<file path="src/rtl/bpc_decomp_arb.sv">
// Round-robin arbiter sharing one BPC decompressor between NUM_CH channels, one block at a time.
// Optional per-channel completed-block counters on blk_cnt_o: define BPC_DECOMP_ARB_STATS_EN.
module bpc_decomp_arb #(
   parameter int NUM_CH    = 4,
   parameter int CH_W      = 2,
   parameter int OUT_BEATS = 16
) (
   input  logic                   clk,
   input  logic                   rst,
   input  logic [NUM_CH-1:0]      req_valid_i,
   input  logic [NUM_CH*64-1:0]   req_data_i,
   input  logic [NUM_CH-1:0]      req_sop_i,
   input  logic [NUM_CH-1:0]      req_eop_i,
   output logic [NUM_CH-1:0]      req_ready_o,
   output logic                   dec_valid_o,
   output logic [63:0]            dec_data_o,
   output logic                   dec_sop_o,
   output logic                   dec_eop_o,
   input  logic                   dec_ready_i,
   input  logic                   dec_valid_i,
   input  logic [63:0]            dec_data_i,
   input  logic                   dec_sop_i,
   input  logic                   dec_eop_i,
   output logic                   dec_ready_o,
   output logic [NUM_CH-1:0]      rsp_valid_o,
   output logic [63:0]            rsp_data_o,
   output logic                   rsp_sop_o,
   output logic                   rsp_eop_o,
   input  logic [NUM_CH-1:0]      rsp_ready_i,
   output logic                   busy_o,
   output logic [CH_W-1:0]        owner_o,
   output logic                   err_o
`ifdef BPC_DECOMP_ARB_STATS_EN
   ,
   output logic [NUM_CH*16-1:0]   blk_cnt_o
`endif
);

   localparam int CNT_W = (OUT_BEATS > 1) ? $clog2(OUT_BEATS) : 1;
   localparam logic [CNT_W-1:0] LAST_CNT = CNT_W'(OUT_BEATS - 1);

   typedef enum logic [1:0] {IDLE, FEED, DRAIN} state_t;

   state_t           state, state_nxt;
   logic [CH_W-1:0]  rr_ptr, rr_nxt;
   logic [CH_W-1:0]  owner, owner_nxt;
   logic [CH_W-1:0]  winner, cand;
   logic [CNT_W-1:0] out_cnt, out_cnt_nxt;
   logic             err, err_nxt;
   logic             fed_any, fed_any_nxt;
   logic             found;
   logic             in_xfer, out_xfer, blk_end;
   logic [63:0]      ch_data [NUM_CH];
   int               idx;

   always_comb begin
      for (int c = 0; c < NUM_CH; c++) begin
         ch_data[c] = req_data_i[c*64 +: 64];
      end
   end

   // First sop-headed channel at or after rr_ptr, wrapping
   always_comb begin
      winner = '0;
      found  = 1'b0;
      idx    = 0;
      cand   = '0;
      for (int i = 0; i < NUM_CH; i++) begin
         idx = int'(rr_ptr) + i;
         if (idx >= NUM_CH) idx = idx - NUM_CH;
         cand = CH_W'(idx);
         if (!found && req_valid_i[cand] && req_sop_i[cand]) begin
            found  = 1'b1;
            winner = cand;
         end
      end
   end

   always_comb begin
      state_nxt   = state;
      owner_nxt   = owner;
      rr_nxt      = rr_ptr;
      out_cnt_nxt = out_cnt;
      err_nxt     = err;
      fed_any_nxt = fed_any;
      req_ready_o = '0;
      dec_valid_o = 1'b0;
      dec_data_o  = '0;
      dec_sop_o   = 1'b0;
      dec_eop_o   = 1'b0;
      dec_ready_o = 1'b0;
      rsp_valid_o = '0;
      rsp_data_o  = '0;
      rsp_sop_o   = 1'b0;
      rsp_eop_o   = 1'b0;
      in_xfer     = 1'b0;
      out_xfer    = 1'b0;
      blk_end     = 1'b0;

      case (state)
         IDLE: begin
            req_ready_o = req_valid_i & ~req_sop_i;
            if (|(req_valid_i & ~req_sop_i)) err_nxt = 1'b1;
            if (found) begin
               owner_nxt   = winner;
               out_cnt_nxt = '0;
               fed_any_nxt = 1'b0;
               state_nxt   = FEED;
            end
         end
         FEED: begin
            dec_valid_o        = req_valid_i[owner];
            dec_data_o         = ch_data[owner];
            dec_sop_o          = req_sop_i[owner];
            dec_eop_o          = req_eop_i[owner];
            req_ready_o[owner] = dec_ready_i;
            in_xfer            = req_valid_i[owner] & dec_ready_i;
            if (in_xfer) begin
               fed_any_nxt = 1'b1;
               if (req_sop_i[owner] && fed_any) err_nxt = 1'b1;
               if (req_eop_i[owner]) state_nxt = DRAIN;
            end
         end
         default: ;
      endcase

      // Decompressed beats route straight back to the owner; the beat count alone ends the block
      if (state != IDLE) begin
         rsp_valid_o[owner] = dec_valid_i;
         rsp_data_o         = dec_data_i;
         rsp_sop_o          = dec_sop_i;
         rsp_eop_o          = dec_eop_i;
         dec_ready_o        = rsp_ready_i[owner];
         out_xfer           = dec_valid_i & rsp_ready_i[owner];
         if (out_xfer) begin
            out_cnt_nxt = out_cnt + 1'b1;
            if (dec_eop_i && (out_cnt != LAST_CNT)) err_nxt = 1'b1;
            if (dec_sop_i && (out_cnt != '0)) err_nxt = 1'b1;
            if (out_cnt == LAST_CNT) begin
               blk_end     = 1'b1;
               state_nxt   = IDLE;
               out_cnt_nxt = '0;
               rr_nxt      = (owner == CH_W'(NUM_CH - 1)) ? '0 : owner + 1'b1;
               if ((state == FEED) && !(in_xfer && req_eop_i[owner])) err_nxt = 1'b1;
            end
         end
      end

      if (rst) req_ready_o = '0;
   end

   always_ff @(posedge clk or posedge rst) begin
      if (rst) begin
         state   <= IDLE;
         rr_ptr  <= '0;
         owner   <= '0;
         out_cnt <= '0;
         err     <= 1'b0;
         fed_any <= 1'b0;
      end else begin
         state   <= state_nxt;
         rr_ptr  <= rr_nxt;
         owner   <= owner_nxt;
         out_cnt <= out_cnt_nxt;
         err     <= err_nxt;
         fed_any <= fed_any_nxt;
      end
   end

   assign busy_o  = (state != IDLE);
   assign owner_o = owner;
   assign err_o   = err;

`ifdef BPC_DECOMP_ARB_STATS_EN
   logic [15:0] blk_cnt [NUM_CH];

   always_ff @(posedge clk or posedge rst) begin
      if (rst) begin
         for (int c = 0; c < NUM_CH; c++) blk_cnt[c] <= '0;
      end else if (blk_end && (blk_cnt[owner] != 16'hFFFF)) begin
         blk_cnt[owner] <= blk_cnt[owner] + 1'b1;
      end
   end

   always_comb begin
      for (int c = 0; c < NUM_CH; c++) blk_cnt_o[c*16 +: 16] = blk_cnt[c];
   end
`endif

endmodule
</file>
<file path="config.mk">
export PLATFORM = sky130hd
export DESIGN_NAME = bpc_decomp_arb
export DESIGN_NICKNAME = d
export VERILOG_FILES = /design/src/rtl/bpc_decomp_arb.sv
export SDC_FILE = /design/constraint.sdc
export NUM_CORES = 1
export LEC_CHECK = 0
export BUFFER_PORTS_ARGS = -buffer_cell sky130_fd_sc_hd__buf_2
export CAP_MARGIN = 5
export CELL_PAD_IN_SITES_DETAIL_PLACEMENT = 0
export CELL_PAD_IN_SITES_GLOBAL_PLACEMENT = 1
export CORE_AREA = 2 2 191 193
export DETAILED_ROUTE_END_ITERATION = 8
export DIE_AREA = 0 0 193 195
export PLACE_DENSITY_LB_ADDON = 0.1
export SLEW_MARGIN = 25
export SYNTH_ARGS = -nofsm -noshare
export SYNTH_HDL_FRONTEND = slang
export SYNTH_SLANG_ARGS = --single-unit
</file>
<file path="constraint.sdc">
create_clock -name clk -period 4.7 [get_ports clk]
set_clock_uncertainty 0.1 [all_clocks]
set_input_delay 0.47 -clock clk [delete_from_list [all_inputs] [get_ports clk]]
set_output_delay 0.47 -clock clk [all_outputs]
set_load 0.01 [all_outputs]
</file>
# Word level (Yosys, flattened, before mapping)
# Index checks and enable logic that the tools add are counted.
# word_totals
reg_bits	12
in_bits	342
# classes
add_sub_neg	9
order_cmp	11
eq_ne	6
mux	79
n_bitwise	7
reduce_logical	25
# ops
operator	count
64-bit two-way mux	4
64-bit binary-select mux with 2-bit select	1
1-bit two-way mux	35
2-bit two-way mux	15
4-bit two-way mux	7
1-bit binary-select mux with 2-bit select	12
2-bit by 3-bit < comparator with 1-bit output, second input constant	5
1-bit logical AND	13
4-bit bitwise AND	3
3-bit >= comparator, second input constant	4
4-bit one-hot mux with 2 select lines	1
2-bit by 1-bit subtractor with 2-bit output, second input constant	4
2-bit by 2-bit adder with 3-bit output, second input constant	2
3-bit AND reduction	2
4-bit by 1-bit adder with 4-bit output, second input constant	1
4-bit equality test, second input constant	1
1-bit logical NOT	4
2-bit != test, second input constant	2
4-bit != test, second input constant	1
4-bit NOT	1
1-bit one-hot mux with 2 select lines	2
2-bit one-hot mux with 2 select lines	1
2-bit nonzero test	2
4-bit nonzero test	1
12 further kinds	13

# Longest topological paths before layout
# Gate-level depths: netlist (run 1).
# depth
depth_word	23
depth_mapped	7

# Least setup slack after synthesis (run 1)
# OpenSTA, ideal clock, no wires.
# synth_timing
path_kind	reg-to-output
from	reg owner[0], in the netlist owner_o[0]
to	out dec_data_o[58]
arrival_ps	1594
t_required_ps	4130
slack_ps	2536
stages_incl_launch_ff	5
n_path_buf	2
path_cell_list	dfrtp_1 > buf_4 > buf_2 > mux4_2 > and2_1
# synth_between
elab_chain_cells	5
# synth_rtl
element	line_no	rtl
start: declaration	46	logic [CH_W-1:0] owner, owner_nxt;
start signal: assignment	163	owner <= owner_nxt;
2-bit NOT with 3-bit output (not written as such)	113	dec_data_o = ch_data[owner];
64-bit binary-select mux with 2-bit select	113	
64-bit two-way mux (not written as such) (2 in series)	113	
64-bit two-way mux	100	case (state)
end: declaration	16	output logic [63:0] dec_data_o,
# No other way between the ends. The select of a mux whose other input is x is not followed.

# Worst setup path in the final report (run 1)
# layout_timing
from	reg owner[0], in the netlist owner_o[0]
to	out dec_data_o[52]
# The elaborated chain is that of the path after synthesis.

==> parameters.txt, run 1 <==
Parameter                              Value

Cells and area
  Area of combinational cells with multiple inputs ... 0.00305 mm^2
  Most common cell after layout, fill and taps aside ... sky130_fd_sc_hd__buf_2
  Number of fill cells ... 4102
  Area taken by flip-flops and latches ... 308 um^2
  Nets@finish ... 1167
  Layout Area Growth over Synthesis ... 83.6%
  Fraction of final layout cells with drive strength greater than 1 ... 69.9%
  Commonest cells after routing, fill and taps aside ... sky130_fd_sc_hd__buf_2, sky130_fd_sc_hd__and2_1, sky130_fd_sc_hd__mux4_2
  Non-filler cells in the finished layout ... 1292

Route
  DRT Wirelength ... 26100 um
  Vias per std cell ... 3.80
  Topmost layer with routed signal wires ... met5
  Met3 WL post-DR ... 2950 um
  Initial DRT Pass Iterations ... 4
  Antenna Nets Post-Route ... 0
  Average detailed-routed wire length per instance ... 20.2 um
  Total number of vias ... 4913
  Routed met2 length ... 14200 um
  Initial drt markers ... 100
  Routed length on met1 ... 8590 um
  Number of remaining DRC errors ... 0

Setup path
  Kind of launch point of the worst setup path ... flop
  Endpoint type of the worst setup path ... primary output
  Critical-path maximum fanout ... 41
  WP data arrival ... 2.47 ns
  CP required ... 4.13 ns
  Setup CP Type ... reg2out

CTS
  Insertion delay of the later-clocked pin in the worst-skew pair ... 0.24 ns
  Deepest clock path buffer count ... 2
  Num CTS Buffers ... 3
  Sinks on Clock Net ... 12
  Hold buffer count at CTS ... 0
  Setup repair bufs after CTS ... 0
  Number of levels in the clock H-tree ... 1
  Post-CTS resize count ... 0
  Clock Pin Slew Worst Setup and Hold Paths ... 0.05 ns
  Clock tree from TritonCTS ... built
  Cell at the root of the clock tree ... sky130_fd_sc_hd__clkbuf_16

Global routing
  Largest net degree at the start of global routing ... 65
  Overall Global Routing Usage ... 12.9%
  Wire length of the first global-routing pass ... 35500 um
  Via count of the first global-routing pass ... 5127
  Initial antenna violation count ... 15
  Overflow left after global routing ... 0

Synthesis
  Warnings, synthesis ... 0
  Share of synthesized area spent on multiplexers ... 43.4%
  Largest family of logic cells by synthesized area ... multiplexers
  Synth Area in Adders ... 2.10%
  Top cell type's share of synthesized area ... 41.6%
  Post-synthesis net count ... 708
  Compound-cell area share of the yosys netlist ... 8.10%
  Flop and latch count out of synthesis ... 12
  Post-synthesis share of cell area spent on xor and xnor gates ... 0%
  Number of enable flip-flop cells after synthesis ... 0
  Top cells by area, synth ... sky130_fd_sc_hd__mux4_2, sky130_fd_sc_hd__and2_1, sky130_fd_sc_hd__dfrtp_1
  Synthesized area per cell ... 9.92 um^2
  Simple logic cell fraction of the synthesized area ... 31.6%
  Async set or reset register ratio after synthesis ... 100%
  Post-synthesis cell count ... 360
  Count of distinct cell types in the synthesized netlist ... 46
  Mapped cell area ... 0.00357 mm^2
  Library cell occupying the most area in the post-synthesis netlist ... sky130_fd_sc_hd__mux4_2
  Most used DFF post-synth ... sky130_fd_sc_hd__dfrtp_1
  Part of the Yosys area used for sequential elements ... 8.41%

STA
  Total negative slack ... 0 ns
  # setup viols final ... 0
  Final Critical Period ... 3.04 ns
  Fin crit share ... 64.6%
  Hold Fails Final Rpt ... 0
  Pins over their slew limit ... 0
  RSZ-0062 raised after global routing ... no
  Worst slew margin relative to its limit ... 32.5%
  Worst Max-Slew Pin Slew ... 1.01 ns
  Worst hold slack ... 0.248 ns
  Maximum achievable frequency ... 329 MHz

Hold path
  Path category of the worst min-delay check ... in2async

Placement
  Detailed placer's ending HPWL ... 22600 um
  Routability-driven placement congestion ratio ... 0.809
  Placed cells ... 1275
  Port Buf Inserts ... 487

Floorplan
  I/O pin count ... 488
  Die Footprint ... 0.0376 mm^2
  Effective utilization at floorplan ... 10.1%
  Placeable Area ... 0.0354 mm^2
  # rows ... 69
  Chip width ... 193 um
  Y dimension of the die ... 195 um

Pwr
  Worst supply voltage drop on vdd ... 199 uV
  Total power divided by cell area ... 327 mW/mm^2
  Reported leakage power ... 3.26 nW

Outcome
  Outcome ... completed

Flow run
  Total of max-cap violations ... 0
==> per-stage QoR <==
step	total power (W)	worst slack, ns	cell area (um^2)	utilization (%)
2_1_floorplan	0.00141	2.54	3570	-
3_3_place_gp	0.00206	1.85	6440	18.2
3_5_place_dp	0.00204	1.84	6440	18.2
4_1_cts	0.00220	1.57	6520	18.4
5_1_grt	0.00236	1.48	6540	18.5
6_report	0.00215	1.66	6550	18.5
==> cell type report <==
| type | count | share of cell area (%) |
|---|---|---|
| Antenna cell | 13 | 0.496 |
| Timing Repair Buffer | 491 | 37.8 |
| Multi-Input combinational cell | 304 | 46.6 |
| Sequential cell | 12 | 4.70 |
| Clock buffer | 4 | 1.20 |
| Inverter | 7 | 0.401 |
| Tap cell | 461 | 8.80 |
==> cells by family after synthesis <==
kind of cell	Yosys count
and+or+nand+nor	186
muxes	72
buffers and inverters	44
AOI/OAI and AO/OA	40
DFF	12
adders and majority gates	6
==> flip-flops by register name, summed over array words and instances, names as in the netlist <==
name	count
out_cnt	4
owner_o	2
rr_ptr	2
state	2
err_o	1
fed_any	1
==> worst max-delay path: stages (launching register included) <==
cell and delay (ns):
sky130_fd_sc_hd__dfrtp_4 0.94, sky130_fd_sc_hd__buf_12 0.39, sky130_fd_sc_hd__mux4_2 0.56, sky130_fd_sc_hd__and2_1 0.18
sky130_fd_sc_hd__buf_2 0.13
==> worst paths after layout <==
check,from,to,slack (ns),cells after the start
setup reg to reg,owner_o[0],rr_ptr[1],2.19,4
setup / recovery,owner_o[0],dec_data_o[52],1.66,4
min in group clk,out_cnt[3],out_cnt[3],0.39,1
hold reg to reg,out_cnt[3],out_cnt[3],0.39,1
hold / removal,rst,fed_any,0.25,2
max in group asynchronous,rst,owner_o[1],3.81,2
==> Yosys cell counts (all sizes together), types with 6 or more instances <==
master,n
nor2,8
mux4,66
inv,7
nor2b,9
and2,132
dfrtp,12
buf,17
and3,8
ha,6
a21oi,9
nand2,12
clkbuf,20
==> where the power goes <==
group	switching (W)	internal [W]	leakage [nW]
sequential	0.000226	0.000141	0.142
combinational	0.000698	0.000918	3.08
clock	0.0000481	0.000115	0.0382
total	0.000972	0.00117	3.26
==> metal layers <==
layer	track usage (%)	vias up
met4	2.16	6
met3	4.31	18
li1	-	2285
met2	26.2	299
met5	0	-
met1	12.4	2305
No activity file was read; power rests on OpenSTA's default activity.
==> run 2, diff against run 1 <==
--- a/config.mk
+++ b/config.mk
@@ -9,9 +9,9 @@
 export CAP_MARGIN = 5
 export CELL_PAD_IN_SITES_DETAIL_PLACEMENT = 0
 export CELL_PAD_IN_SITES_GLOBAL_PLACEMENT = 1
-export CORE_AREA = 2 2 191 193
+export CORE_AREA = 2 2 188 190
 export DETAILED_ROUTE_END_ITERATION = 8
-export DIE_AREA = 0 0 193 195
+export DIE_AREA = 0 0 190 192
 export PLACE_DENSITY_LB_ADDON = 0.1
 export SLEW_MARGIN = 25
 export SYNTH_ARGS = -nofsm -noshare
==> constraint.sdc (replaced) <==
create_clock -name clk -period 3 [get_ports clk]
set_clock_uncertainty 0.1 [all_clocks]
set_input_delay 0.3 -clock clk [delete_from_list [all_inputs] [get_ports clk]]
set_output_delay 0.3 -clock clk [all_outputs]
set_load 0.01 [all_outputs]
==> parameters.txt, run 2 (same netlist as run 1, synthesis figures left out) <==
Parameter                              Value

Cells and area
  Nets@finish ... 1171 (+0.34%)
  Fraction of final layout cells with drive strength greater than 1 ... 70.2% (+0.27 points)
  Layout Area Growth over Synthesis ... 85.3%
  Most common cell after layout, fill and taps aside ... sky130_fd_sc_hd__buf_2
  Top reg by flops ... out_cnt
  Non-filler cells in the finished layout ... 1287 (-0.39%)
  Number of fill cells ... 3955 (-3.6%)
  Commonest cells after routing, fill and taps aside ... sky130_fd_sc_hd__buf_2, sky130_fd_sc_hd__and2_1, sky130_fd_sc_hd__mux4_2
  Max reg flops ... 4 (unchanged)

Placement
  Routability-driven placement congestion ratio ... 0.837 (+3.6%)
  Placed cells ... 1273 (-0.16%)
  Detailed placer's ending HPWL ... 22400 um (-1.1%)
  Port Buf Inserts ... 487 (unchanged)

CTS
  Number of levels in the clock H-tree ... 1 (unchanged)
  Sinks on Clock Net ... 12 (unchanged)
  Num CTS Buffers ... 3 (unchanged)
  Clock tree from TritonCTS ... built
  Setup repair bufs after CTS ... 0 (unchanged)
  Hold buffer count at CTS ... 0 (unchanged)
  Post-CTS resize count ... 0 (unchanged)
  Cell at the root of the clock tree ... sky130_fd_sc_hd__clkbuf_16
  Deepest clock path buffer count ... 2 (unchanged)
  Insertion delay of the later-clocked pin in the worst-skew pair ... 0.24 ns (about the same)
  Clock Pin Slew Worst Setup and Hold Paths ... 0.05 ns (about the same)

Floorplan
  I/O pin count ... 488 (unchanged)
  # rows ... 68 (-1.4%)
  Die Footprint ... 0.0365 mm^2 (-3.1%)
  Effective utilization at floorplan ... 10.4% (+0.33 points)
  Y dimension of the die ... 192 um (-1.5%)
  Placeable Area ... 0.0343 mm^2 (-3.1%)
  Chip width ... 190 um (-1.6%)

Route
  Initial drt markers ... 127 (+27%)
  Average detailed-routed wire length per instance ... 20.0 um (-1.0%)
  Total number of vias ... 4935 (+0.45%)
  Number of remaining DRC errors ... 0 (unchanged)
  Antenna Nets Post-Route ... 0 (unchanged)
  DRT Wirelength ... 25700 um (-1.4%)
  Vias per std cell ... 3.83 (+0.84%)
  Initial DRT Pass Iterations ... 4 (unchanged)

Global routing
  Initial antenna violation count ... 16 (+1)
  Met2 routing resource usage after global routing ... 24.8% (-1.3 points)
  Overflow left after global routing ... 0 (unchanged)
  Global routing met3 resource utilization ... 4.46% (+0.14 points)
  Largest net degree at the start of global routing ... 69 (+6.2%)
  Grt met1 use ... 14.0% (+1.6 points)
  Via count of the first global-routing pass ... 5299 (+3.4%)
  Wire length of the first global-routing pass ... 35900 um (+0.97%)
  Grt peak-use layer ... met2
  Overall Global Routing Usage ... 13.3% (+0.42 points)

Setup path
  WP data arrival ... 2.23 ns (-0.24 ns)
  R2r endpoint ... rr_ptr[0]
  Worst reg2reg startpoint ... owner_o[0]
  Setup CP Type ... reg2out
  Kind of launch point of the worst setup path ... flop
  CP required ... 2.60 ns (-1.53 ns)
  Endpoint type of the worst setup path ... primary output
  Worst-case reg-to-reg path depth ... 4 (unchanged)
  Worst setup slack for register-to-register paths ... 0.71 ns (-1.48 ns)
  Critical-path maximum fanout ... 30 (-27%)

STA
  Final Critical Period ... 2.63 ns
  Total negative slack ... 0 ns (unchanged)
  Worst Max-Slew Pin Slew ... 0.586 ns (-0.426 ns)
  Fin crit share ... 87.6%
  Hold Fails Final Rpt ... 0 (unchanged)
  RSZ-0062 raised after global routing ... no
  # setup viols final ... 0 (unchanged)
  Worst slew margin relative to its limit ... 61.0% (+28 points)
  Worst hold slack ... 0.0564 ns (-0.192 ns)
  Pins over their slew limit ... 0 (unchanged)
  Maximum achievable frequency ... 381 MHz

Hold path
  Path category of the worst min-delay check ... in2async

Pwr
  Reported leakage power ... 3.30 nW (+1.1%)
  Net switching power ... 0.00153 W (+57%)
  Fraction of power consumed by combinational cells ... 78.4% (+3.1 points)
  Proportion of total power due to net switching ... 44.3% (-0.97 points)
  Power share of the sequential group ... 13.5% (-3.6 points)
  Cell-internal power ... 0.00192 W (+64%)
  Total power divided by cell area ... 522 mW/mm^2 (+59%)
  Worst supply voltage drop on vdd ... 188 uV (-5.2%)
  Clock group share of total power ... 8.2% (+0.6 points)

Flow run
  Total of max-cap violations ... 0 (unchanged)

Outcome
  Outcome ... completed
[run 2: cell types whose count changed in the layout (fill, tap and decap cells not counted), sizes merged]
cell | before | now
diode | 13 | 10
buf | 491 | 495
[run 2: power groups by stage]
stage	sequential, W	combinational (W)	clock [W]
2_1_floorplan	0.000271	0.00194	0
3_3_place_gp	0.000477	0.00280	0
4_1_cts	0.000478	0.00278	0.000290
6_report	0.000464	0.00270	0.000282
5_1_grt	0.000498	0.00299	0.000297
3_5_place_dp	0.000478	0.00277	0
[run 2: per-layer routing]
layer / routed length [um] / vias up
met5: 64 / -
met1: 9260 / 2325
met2: 13500 / 291
li1: - / 2285
met3: 2550 / 24
met4: 352 / 10
[run 2: worst max-delay path, cell delays in order (launching register included)]
cell and delay [ns]:
sky130_fd_sc_hd__dfrtp_4 0.77, sky130_fd_sc_hd__buf_4 0.35, sky130_fd_sc_hd__mux4_2 0.52, sky130_fd_sc_hd__and2_1 0.18, sky130_fd_sc_hd__buf_2 0.14
[run 2: final cells by class]
type | instances | area, um^2 | area share (%)
clock buffer | 4 | 88.8 | 1.34
sequential | 12 | 308 | 4.65
inverter | 7 | 26.3 | 0.397
tap | 455 | 569 | 8.61
timing repair buffer | 495 | 2550 | 38.5
multi-input combinational | 304 | 3050 | 46.1
antenna | 10 | 25.0 | 0.378
[run 2: how the worst max path moves through the flow]
stage,from,end,slack [ns],depth (start not counted)
detailed placement,owner_o[0],dec_data_o[6],0.57,4
CTS,owner_o[0],dec_data_o[19],0.31,4
finish,owner_o[0],dec_data_o[19],0.37,4
floorplan,owner_o[0],dec_data_o[58],1.01,4
global placement,owner_o[0],dec_data_o[19],0.58,4
global route,owner_o[0],dec_data_o[19],0.20,4
[run 2: stage by stage]
stage / worst slack (ns) / utilization (%) / instance area, um^2 / total power, W
final: 0.373 / 19.3 / 6620 / 0.00345
after global placement: 0.577 / 19.0 / 6500 / 0.00328
after detailed placement: 0.566 / 19.0 / 6500 / 0.00325
after CTS: 0.307 / 19.2 / 6590 / 0.00355
after global routing: 0.204 / 19.3 / 6610 / 0.00379
after floorplan: 1.01 / - / 3570 / 0.00221
==> run 3, diff against run 2 <==
--- a/config.mk
+++ b/config.mk
@@ -12,6 +12,7 @@
 export CORE_AREA = 2 2 188 190
 export DETAILED_ROUTE_END_ITERATION = 8
 export DIE_AREA = 0 0 190 192
+export MAX_ROUTING_LAYER = met4
 export PLACE_DENSITY_LB_ADDON = 0.1
 export SLEW_MARGIN = 25
 export SYNTH_ARGS = -nofsm -noshare
==> parameters.txt, run 3 (same netlist as run 1, synthesis figures left out) <==
Parameter                              Value

Outcome
  Outcome ... completed

Cells and area
  Max reg flops ... 4 (unchanged)
  Top reg by flops ... out_cnt
  Finished Core Util ... 19.3% (+0.044 points)
  Most common cell after layout, fill and taps aside ... sky130_fd_sc_hd__buf_2
  Nets@finish ... 1171 (unchanged)
  Number of fill cells ... 3951 (-0.10%)
  Area taken by flip-flops and latches ... 308 um^2 (unchanged)
  Area of combinational cells with multiple inputs ... 0.00305 mm^2 (unchanged)
  Layout Area Growth over Synthesis ... 85.7%
  Commonest cells after routing, fill and taps aside ... sky130_fd_sc_hd__buf_2, sky130_fd_sc_hd__and2_1, sky130_fd_sc_hd__mux4_2
  Fraction of final layout cells with drive strength greater than 1 ... 70.2% (unchanged)
  Post-route cell area ... 0.00663 mm^2 (+0.23%)

CTS
  Number of levels in the clock H-tree ... 1 (unchanged)
  Num CTS Buffers ... 3 (unchanged)
  Clock tree from TritonCTS ... built
  Cell at the root of the clock tree ... sky130_fd_sc_hd__clkbuf_16
  Sinks on Clock Net ... 12 (unchanged)
  Insertion delay of the later-clocked pin in the worst-skew pair ... 0.24 ns (about the same)
  Post-CTS resize count ... 0 (unchanged)
  Deepest clock path buffer count ... 2 (unchanged)
  Setup repair bufs after CTS ... 0 (unchanged)
  Clock Pin Slew Worst Setup and Hold Paths ... 0.05 ns (about the same)
  Hold buffer count at CTS ... 0 (unchanged)

Global routing
  Overall Global Routing Usage ... 13.7% (+0.36 points)
  Largest net degree at the start of global routing ... 69 (unchanged)
  Wire length of the first global-routing pass ... 35700 um (-0.42%)
  Initial antenna violation count ... 16 (unchanged)
  Met2 routing resource usage after global routing ... 24.7% (-0.14 points)
  Global routing met3 resource utilization ... 3.67% (-0.79 points)
  Via count of the first global-routing pass ... 5307 (+0.15%)
  Overflow left after global routing ... 0 (unchanged)
  Grt peak-use layer ... met2
  Grt met1 use ... 14.5% (+0.51 points)

Setup path
  Worst setup slack for register-to-register paths ... 0.70 ns (about the same)
  Kind of launch point of the worst setup path ... flop
  Critical-path maximum fanout ... 30 (unchanged)
  Worst-case reg-to-reg path depth ... 4 (unchanged)
  Endpoint type of the worst setup path ... primary output
  Worst reg2reg startpoint ... owner_o[0]
  WP data arrival ... 2.23 ns (about the same)
  Setup CP Type ... reg2out
  Setup crit start ... owner_o[0]
  R2r endpoint ... rr_ptr[0]
  CP required ... 2.60 ns (about the same)
  Critical Path Sink ... dec_data_o[19]

Floorplan
  Die Footprint ... 0.0365 mm^2 (unchanged)
  Y dimension of the die ... 192 um (unchanged)
  I/O pin count ... 488 (unchanged)
  Chip width ... 190 um (unchanged)
  Placeable Area ... 0.0343 mm^2 (unchanged)
  Effective utilization at floorplan ... 10.4% (unchanged)
  # rows ... 68 (unchanged)

Placement
  Total cell area at the placement stage ... 0.00650 mm^2 (unchanged)
  Routability-driven placement congestion ratio ... 0.850 (+1.6%)
  Placement-stage worst setup slack ... 0.566 ns (unchanged)
  Port Buf Inserts ... 487 (unchanged)
  Detailed placer's ending HPWL ... 22400 um (unchanged)

STA
  Worst slew margin relative to its limit ... 61.7% (+0.79 points)
  Hold Fails Final Rpt ... 0 (unchanged)
  # setup viols final ... 0 (unchanged)
  Worst Max-Slew Pin Slew ... 0.574 ns (-0.0119 ns)
  Final worst-path setup slack ... 0.365 ns (-0.00715 ns)
  Final Critical Period ... 2.63 ns (+0.00715 ns)
  RSZ-0062 raised after global routing ... no
  Pins over their slew limit ... 0 (unchanged)
  Maximum achievable frequency ... 380 MHz (-0.27%)
  Fin crit share ... 87.8% (+0.24 points)
  Total negative slack ... 0 ns (unchanged)

Pwr
  Clock group share of total power ... 8.1% (about the same)
  Proportion of total power due to net switching ... 44.2% (-0.12 points)
  Reported leakage power ... 3.30 nW (about the same)
  Power share of the sequential group ... 13.5% (about the same)
  Net switching power ... 0.00152 W (-0.50%)
  Fraction of power consumed by combinational cells ... 78.4% (about the same)
  Total power divided by cell area ... 519 mW/mm^2 (-0.46%)
  Cell-internal power ... 0.00192 W (about the same)
  Worst supply voltage drop on vdd ... 185 uV (-1.9%)

Hold path
  Path category of the worst min-delay check ... in2async

Route
  Number of remaining DRC errors ... 0 (unchanged)
  Initial DRT Pass Iterations ... 5 (+1)
  Average detailed-routed wire length per instance ... 19.8 um (-0.88%)
  Total number of vias ... 4965 (+0.61%)
  DRT Wirelength ... 25600 um (-0.42%)
  Antenna Nets Post-Route ... 0 (unchanged)
  Vias per std cell ... 3.84 (+0.14%)
  Initial drt markers ... 144 (+13%)

Flow run
  Total of max-cap violations ... 0 (unchanged)
## run 3: cell type report
class / count / area share (%)
timing repair buffer: 495 / 38.4
antenna: 16 / 0.604
multi-input combinational: 304 / 46.0
sequential: 12 / 4.64
clock buffer: 4 / 1.34
inverter: 7 / 0.396
tap: 455 / 8.59
## run 3: metrics by stage
stage                     power (W)  std cells  hold WS, ns
after floorplan             0.00221        360       0.0647
after global placement      0.00328       1273        0.351
after detailed placement    0.00325       1273        0.350
after CTS                   0.00355       1277       0.0909
after global routing        0.00378       1292        0.107
final                       0.00344       1293       0.0534
## run 3: critical path, cell delays in order (launching register included)
cell,delay (ns)
sky130_fd_sc_hd__dfrtp_4,0.78
sky130_fd_sc_hd__buf_4,0.35
sky130_fd_sc_hd__mux4_2,0.52
sky130_fd_sc_hd__and2_1,0.18
sky130_fd_sc_hd__buf_2,0.14
## run 3: power groups by stage
| stage | logic (W) | registers, W | clock network, W |
|---|---|---|---|
| 2_1_floorplan | 0.00194 | 0.000271 | 0 |
| 3_3_place_gp | 0.00280 | 0.000477 | 0 |
| 3_5_place_dp | 0.00277 | 0.000478 | 0 |
| 4_1_cts | 0.00278 | 0.000478 | 0.000290 |
| 5_1_grt | 0.00299 | 0.000497 | 0.000297 |
| 6_report | 0.00270 | 0.000464 | 0.000279 |
## run 3: metal layers
metal,vias up,part of all wire [%]
met4,0,1.7
met2,306,52
li1,2296,-
met5,-,0
met1,2347,37
met3,16,8.8
## run 3: worst min path at each step
stage,depth (start not counted),end
4_1_cts,2,out_cnt[1]
3_5_place_dp,2,out_cnt[1]
5_1_grt,2,out_cnt[1]
3_3_place_gp,2,out_cnt[1]
2_1_floorplan,1,err_o
6_report,2,out_cnt[1]
